**src/rtl/oam_dma.sv**
```systemverilog
// OAM DMA engine: a write of page XX to the trigger register copies LEN bytes from XX00.. to
// DST_BASE.., one byte per BYTE_PERIOD clocks, with busy held so the arbiter stalls the CPU.
module oam_dma #(
  parameter int unsigned LEN         = 160,
  parameter int unsigned BYTE_PERIOD = 4,
  parameter logic [15:0] DST_BASE    = 16'hFE00,
  parameter logic [15:0] REG_ADDR    = 16'hFF46,
  localparam int unsigned AW         = 16,
  localparam int unsigned DW         = 8
) (
  input  logic          clk,
  input  logic          rst_n,
  input  logic          cpu_wen,
  input  logic [AW-1:0] cpu_w_addr,
  input  logic [DW-1:0] cpu_w_data,
  output logic [DW-1:0] reg_rdata,
  output logic [AW-1:0] mem_r_addr,
  input  logic [DW-1:0] mem_r_data,
  output logic          mem_wen,
  output logic [AW-1:0] mem_w_addr,
  output logic [DW-1:0] mem_w_data,
  output logic          busy,
  output logic          done
);

  localparam int unsigned IDX_W = 8;
  localparam int unsigned PH_W  = $clog2(BYTE_PERIOD);
  localparam logic [IDX_W-1:0] IDX_LAST = IDX_W'(LEN - 1);
  localparam logic [PH_W-1:0]  PH_LAST  = PH_W'(BYTE_PERIOD - 1);

  typedef enum logic {IDLE = 1'b0, XFER = 1'b1} state_e;

  state_e           state_q, state_d;
  logic [DW-1:0]    page_q, page_d;
  logic [DW-1:0]    byte_q, byte_d;
  logic [IDX_W-1:0] idx_q, idx_d;
  logic [PH_W-1:0]  phase_q, phase_d;
  logic             done_d;
  logic             busy_d;
  logic             mem_wen_d;
  logic [AW-1:0]    mem_r_addr_d;
  logic [AW-1:0]    mem_w_addr_d;
  logic [DW-1:0]    mem_w_data_d;
  logic             trigger_c;

  assign trigger_c = cpu_wen && (cpu_w_addr == REG_ADDR);
  assign reg_rdata = page_q;

  // State register; outputs are registered from the next-state decode so they align with state
  always_ff @(posedge clk or negedge rst_n) begin
    if (!rst_n) begin
      state_q    <= IDLE;
      page_q     <= '0;
      byte_q     <= '0;
      idx_q      <= '0;
      phase_q    <= '0;
      done       <= 1'b0;
      busy       <= 1'b0;
      mem_wen    <= 1'b0;
      mem_r_addr <= '0;
      mem_w_addr <= '0;
      mem_w_data <= '0;
    end else begin
      state_q    <= state_d;
      page_q     <= page_d;
      byte_q     <= byte_d;
      idx_q      <= idx_d;
      phase_q    <= phase_d;
      done       <= done_d;
      busy       <= busy_d;
      mem_wen    <= mem_wen_d;
      mem_r_addr <= mem_r_addr_d;
      mem_w_addr <= mem_w_addr_d;
      mem_w_data <= mem_w_data_d;
    end
  end

  // Next state: a trigger restarts from byte 0 and pre-empts completion on the same edge
  always_comb begin
    state_d = state_q;
    page_d  = page_q;
    byte_d  = byte_q;
    idx_d   = idx_q;
    phase_d = phase_q;
    done_d  = 1'b0;
    case (state_q)
      IDLE: begin
        if (trigger_c) begin
          state_d = XFER;
          page_d  = cpu_w_data;
          idx_d   = '0;
          phase_d = '0;
        end
      end
      XFER: begin
        if (trigger_c) begin
          page_d  = cpu_w_data;
          idx_d   = '0;
          phase_d = '0;
        end else begin
          if (phase_q == '0) begin
            byte_d = mem_r_data;
          end
          if (phase_q == PH_LAST) begin
            phase_d = '0;
            if (idx_q == IDX_LAST) begin
              state_d = IDLE;
              idx_d   = '0;
              done_d  = 1'b1;
            end else begin
              idx_d = idx_q + IDX_W'(1);
            end
          end else begin
            phase_d = phase_q + PH_W'(1);
          end
        end
      end
      default: state_d = IDLE;
    endcase
  end

  // Output decode from next state only; write happens in the last phase of each byte
  always_comb begin
    busy_d       = 1'b0;
    mem_wen_d    = 1'b0;
    mem_r_addr_d = '0;
    mem_w_addr_d = '0;
    mem_w_data_d = '0;
    if (state_d == XFER) begin
      busy_d       = 1'b1;
      mem_r_addr_d = {page_d, {DW{1'b0}}} + AW'(idx_d);
      if (phase_d == PH_LAST) begin
        mem_wen_d    = 1'b1;
        mem_w_addr_d = DST_BASE + AW'(idx_d);
        mem_w_data_d = byte_d;
      end
    end
  end

endmodule

```
**config.mk**
```make
export PLATFORM = sky130hd
export DESIGN_NAME = oam_dma
export DESIGN_NICKNAME = d
export VERILOG_FILES = /design/src/rtl/oam_dma.sv
export SDC_FILE = /design/constraint.sdc
export NUM_CORES = 1
export LEC_CHECK = 0
export ABC_AREA = 1
export CAP_MARGIN = 20
export CORE_AREA = 3 3 78 80
export CTS_BUF_LIST = sky130_fd_sc_hd__clkbuf_4
export CTS_CLUSTER_DIAMETER = 150
export CTS_CLUSTER_SIZE = 8
export DETAILED_ROUTE_END_ITERATION = 12
export DIE_AREA = 0 0 81 83
export HOLD_SLACK_MARGIN = 0.05
export PLACE_DENSITY = 0.86
export SLEW_MARGIN = 30
export SYNTH_ARGS = -nofsm -noshare
export SYNTH_HDL_FRONTEND = slang
export SYNTH_SLANG_ARGS = --single-unit
export TNS_END_PERCENT = 10
```
**constraint.sdc**
```tcl
create_clock -name clk -period 3.87 [get_ports clk]
set_input_delay 0.387 -clock clk [delete_from_list [all_inputs] [get_ports clk]]
set_output_delay 0.387 -clock clk [all_outputs]
set_load 0.005 [all_outputs]
```
# == Word-level counts from Yosys, hierarchy flattened ==
# Cells that the tools add are included.
# op_classes
add_sub_neg,4
n_eq_ne,4
n_mux,30
bitwise,1
reduce_logical,2
# op_table
cell,count
8-bit 2-to-1 mux,10
16-bit 2-to-1 mux,3
16-bit by 8-bit adder with 16-bit output,1
16-bit equality test (second input constant),1
8-bit case mux with 2 select lines,1
10-bit by 9-bit adder with 11-bit output (first input constant),1
1-bit 2-to-1 mux,11
8-bit by 1-bit adder with 8-bit output (second input constant),1
8-bit equality test (second input constant),1
2-bit 2-to-1 mux,3
2-bit equality test (second input constant),2
2-bit case mux with 2 select lines,1
2-bit by 1-bit adder with 2-bit output (second input constant),1
2-bit zero test,1
1-bit case mux with 2 select lines,1
1-bit logical AND,1
1-bit NOT,1
# word_totals
reg_bits,70
input_bits,35
word_cells,52

# == Longest topological paths before layout ==
# depth
depth_word,8
mapped_depth,9
mapped_depth_nobuf,9

# == Worst setup path after synthesis ==
# No wires, ideal clock.
# synth_timing
path_kind,reg2reg
start,register idx_q[0]
end,register mem_r_addr[0]
setup_ps,131
arrival_time_ps,1288
t_required_ps,3739
setup_slack_ps,2451
path_stages_with_launch,10
synth_period_minus_slack_ps,1419
path_cell_list,dfrtp_1 ha_1 nand2_1 nor2_2 nand3_2 nand2_4 nand2_2 inv_4 buf_12 nor2_2
# synth_via
elab_chain_len,7
elab_cells_between_ends,13
classes_between,add/sub (2); eq/ne (1); mux (10)
# synth_lines
element,line,rtl
"start, declared",36,"logic [IDX_W-1:0] idx_q, idx_d;"
"start signal, assigned",67,idx_q <= idx_d;
8-bit by 1-bit adder with 8-bit output / 8-bit equality test (equally long branches),"111, 106",
8-bit 2-to-1 mux,106,if (idx_q == IDX_LAST) begin
8-bit 2-to-1 mux,104,if (phase_q == PH_LAST) begin
8-bit 2-to-1 mux,96,if (trigger_c) begin
8-bit case mux with 2 select lines,86,case (state_q)
16-bit by 8-bit adder with 16-bit output,131,"mem_r_addr_d = {page_d, {DW{1'b0}}} + AW'(idx_d);"
16-bit 2-to-1 mux (*),129,if (state_d == XFER) begin
net mem_r_addr_d[0],41,logic [AW-1:0] mem_r_addr_d;
"end signal, assigned",72,mem_r_addr <= mem_r_addr_d;
"end, declared",17,"output logic [AW-1:0] mem_r_addr,"
# The timed path passes the listed nets; every way through them passes the cells marked *.

# == Worst setup path after layout ==
# layout_timing
start,register busy
end,output port busy
# layout_rtl
element,line,rtl
"start, declared",22,"output logic busy,"
"start signal, assigned",70,busy <= busy_d;
# No word-level cell between the ends.

==> results.toml <==
[run_status]
run_status = "finished clean"

[die]
die_h_um = 83
fp.dieW_um = 81
floorplan.initialDensity_pct = 51.8
number_of_core_rows = 27
total_die_area_mm2 = 0.00672
io_pins = 86
fp.coreArea_mm2 = 0.00547

[sta]
maxSlewHeadroom_pct = 51.5
period_needed_ns = 2.01
grt_setup_unrepaired = "false"
fin_setup_tns_ns = 0
drv_slew = 0
fin_crit_sh_pct = 51.9
max_frequency_ghz = 0.497
setup-violations-final = 0
clock-skew-final_ns = 0.0117
final-hold-violation-count = 0
worst_pin_slew_ns = 0.728

[worst_setup_path]
timing.critical_path.max_delay_family = "flip-flops"
critical_path.endpoint_type = "output pin"
rr_startpoint = "idx_q[0]$_DFF_PN0_"
timing.critical_path.from_type = "flip-flop"
worst_setup_path_startpoint = "busy$_DFF_PN0_"
reg2reg_slack_ns = 2.22
path_cells = "clkdlybuf4s50_1"
required_ns = 3.48
worst-setup-path-type = "reg -> out"
timing.critical_path.slowest_stage_cell = "sky130_fd_sc_hd__dfrtp_1"
maximum_cell_stage_delay_along_the_critical_path_ns = 0.62
crit_path_dat_ns = 1.62
worst-path-max-fanout = 12
crit_path_buf_inv_count = 1

[routing]
drc_errors = 0
number_of_detailed_routing_iterations_run_before_antenna_repair = 4
viasPerCell = 4.50
route.detailed.wl_per_inst_um = 11.7
vias = 2057
final_antenna_net_count = 0
routed_wl_um = 5340
first_iter_violations = 136

[global_routing]
grt_pass1_wl_um = 9260
globalRouteTotalUtil_pct = 18.2
grt_overflow_total = 0
first_global_vias = 2135
antenna_found_initial = 0
grt_max_degree = 62

[place]
gpl.final_weighted_congestion = 0.780
post-dp-hpwl_um = 4000
io_buffers = 84

[cts]
postCtsSetupBuffers = 0
clkLatencyLatePin_ns = 0.40
ctsHoldBuffers = 0
clock_path_buffers = 2
tritoncts = "done"
cts-resized-gates = 0
cts_inserted_buffers = 9
cts_root_buffer = "sky130_fd_sc_hd__clkbuf_4"
clock_sinks = 61
cts.clk_slew.worst_paths_ns = 0.10
cts-htree-levels = 3

[yosys]
synth-seq-cells = 61
synthDistinctLibCells = 28
synth_enable_flop_cells = 0
synth_largest_type_area_fraction_pct = 53.9
netlist.top_cell.by_area = "sky130_fd_sc_hd__dfrtp_1"
postSynthAreaPerCell_um2 = 9.51
ys_warn_count = 0
asyncSetResetFlopFracSynth_pct = 100
dominantRegCellSynth = "sky130_fd_sc_hd__dfrtp_1"
synth-seq-area-share_pct = 53.9
synth.cells.most_frequent = "sky130_fd_sc_hd__dfrtp_1, sky130_fd_sc_hd__nand2_1, sky130_fd_sc_hd__inv_1, sky130_fd_sc_hd__nor2_1, sky130_fd_sc_hd__nor2_2"
synth_top_cells_by_area = "sky130_fd_sc_hd__dfrtp_1, sky130_fd_sc_hd__nand2_1, sky130_fd_sc_hd__inv_1, sky130_fd_sc_hd__nor2_1, sky130_fd_sc_hd__nand2_4"
syn_area_mm2 = 0.00283
synthesis.instances = 298
post_syn_nets = 336

[final_layout]
final.fill_count = 455
n_antenna_cell = 0
post_route_cells_drive_above_1_share_pct = 18.4
area_overhead_of_the_layout_relative_to_synthesis_pct = 31.2
finalNetCount = 418
utilization_pct = 67.9

[power_and_ir_drop]
seq_power_share_pct = 60.0
net-switching-power_w = 0.000274
peakVddDrop_mv = 0.164
power.share.clock_pct = 31.2
leakagePower_nw = 1.90
power.density_cell_area_mw_per_mm2 = 295
cell_internal_pwr_w = 0.000823
netSwitchingFraction_pct = 25.0
power.share.combinational_pct = 8.8

[hold_path]
worstHoldPathType = "in -> async"

[job]
maxCapViolations = 0
## routing by layer
| layer | share of wire (%) | wire length, µm | GRT usage, % |
|---|---|---|---|
| met5 | 0 | 0 | 0 |
| met4 | 1.5 | 79 | 7.37 |
| met1 | 41 | 2170 | 21.3 |
| met2 | 49 | 2610 | 29.0 |
| met3 | 9.1 | 487 | 7.70 |
## power by group through the flow
stage | Sequential (W) | Combinational (W) | Clock [W]
global route | 0.000659 | 0.000109 | 0.000386
CTS | 0.000658 | 0.0000989 | 0.000354
finish | 0.000658 | 0.0000965 | 0.000342
detailed placement | 0.000670 | 0.0000988 | 0
global placement | 0.000670 | 0.0000949 | 0
floorplan | 0.000669 | 0.0000353 | 0
## path summary, 6_finish.rpt
| check | endpoint | cells past startpoint |
|---|---|---|
| worst max-delay path | busy | 1 |
| worst min-delay path | mem_w_addr[5]$_DFF_PN0_ | 2 |
| worst max register to register | mem_r_addr[0]$_DFF_PN0_ | 8 |
| worst min register to register | reg_rdata[6]$_DFF_PN0_ | 2 |
| max in group asynchronous | mem_w_addr[14]$_DFF_PN0_ | 2 |
| min in group clk | reg_rdata[6]$_DFF_PN0_ | 2 |
## registers in the layout (all words and copies together) (netlist names)
name        count
phase_q         2
reg_rdata       8
mem_w_addr      9
done            1
mem_r_addr     16
mem_w_data      8
idx_q           8
busy            1
byte_q          8
## kinds of logic after synthesis
| logic type | synth area share [%] |
|---|---|
| other | 0.132 |
| AOI/OAI and AO/OA | 4.24 |
| adders and majority gates | 1.33 |
| buffers and inverters | 12.4 |
| DFF | 53.9 |
| and+or+nand+nor | 28.0 |
## cell usage in the layout, fill, tap and decap left out, drive strengths merged
cell	synthesis	routed
a21o	1	1
a21oi	11	11
buf	14	2
clkbuf	0	9
clkdlybuf4s50	0	83
clkinv	1	7
clkinvlp	0	1
conb	1	1
dfrtp	61	61
ha	3	3
inv	52	52
nand2	82	82
nand3	19	19
nand3b	1	1
nor2	48	48
o21ai	4	4
## layout make-up
cell class / instances / area (µm²) / share of cell area (%)
clock buffer: 9 / 67.6 / 1.82
inverter: 53 / 201 / 5.42
timing repair buffer: 85 / 843 / 22.7
sequential: 61 / 1530 / 41.1
clock inverter: 7 / 32.5 / 0.875
tap: 72 / 90.1 / 2.42
multi-input combinational: 170 / 956 / 25.7
## per-stage QoR
stage | power [W] | hold slack, ns | instances | worst slack (ns) | cell area (µm²)
after floorplan | 0.000705 | 0.0914 | 298 | 2.45 | 2830
after global placement | 0.000765 | 0.514 | 441 | 1.66 | 3620
after detailed placement | 0.000769 | 0.513 | 441 | 1.61 | 3620
after CTS | 0.00111 | 0.136 | 457 | 1.83 | 3720
after global routing | 0.00115 | 0.166 | 457 | 1.75 | 3720
final | 0.00110 | 0.120 | 457 | 1.86 | 3720
(Power assumes the default switching activity.)
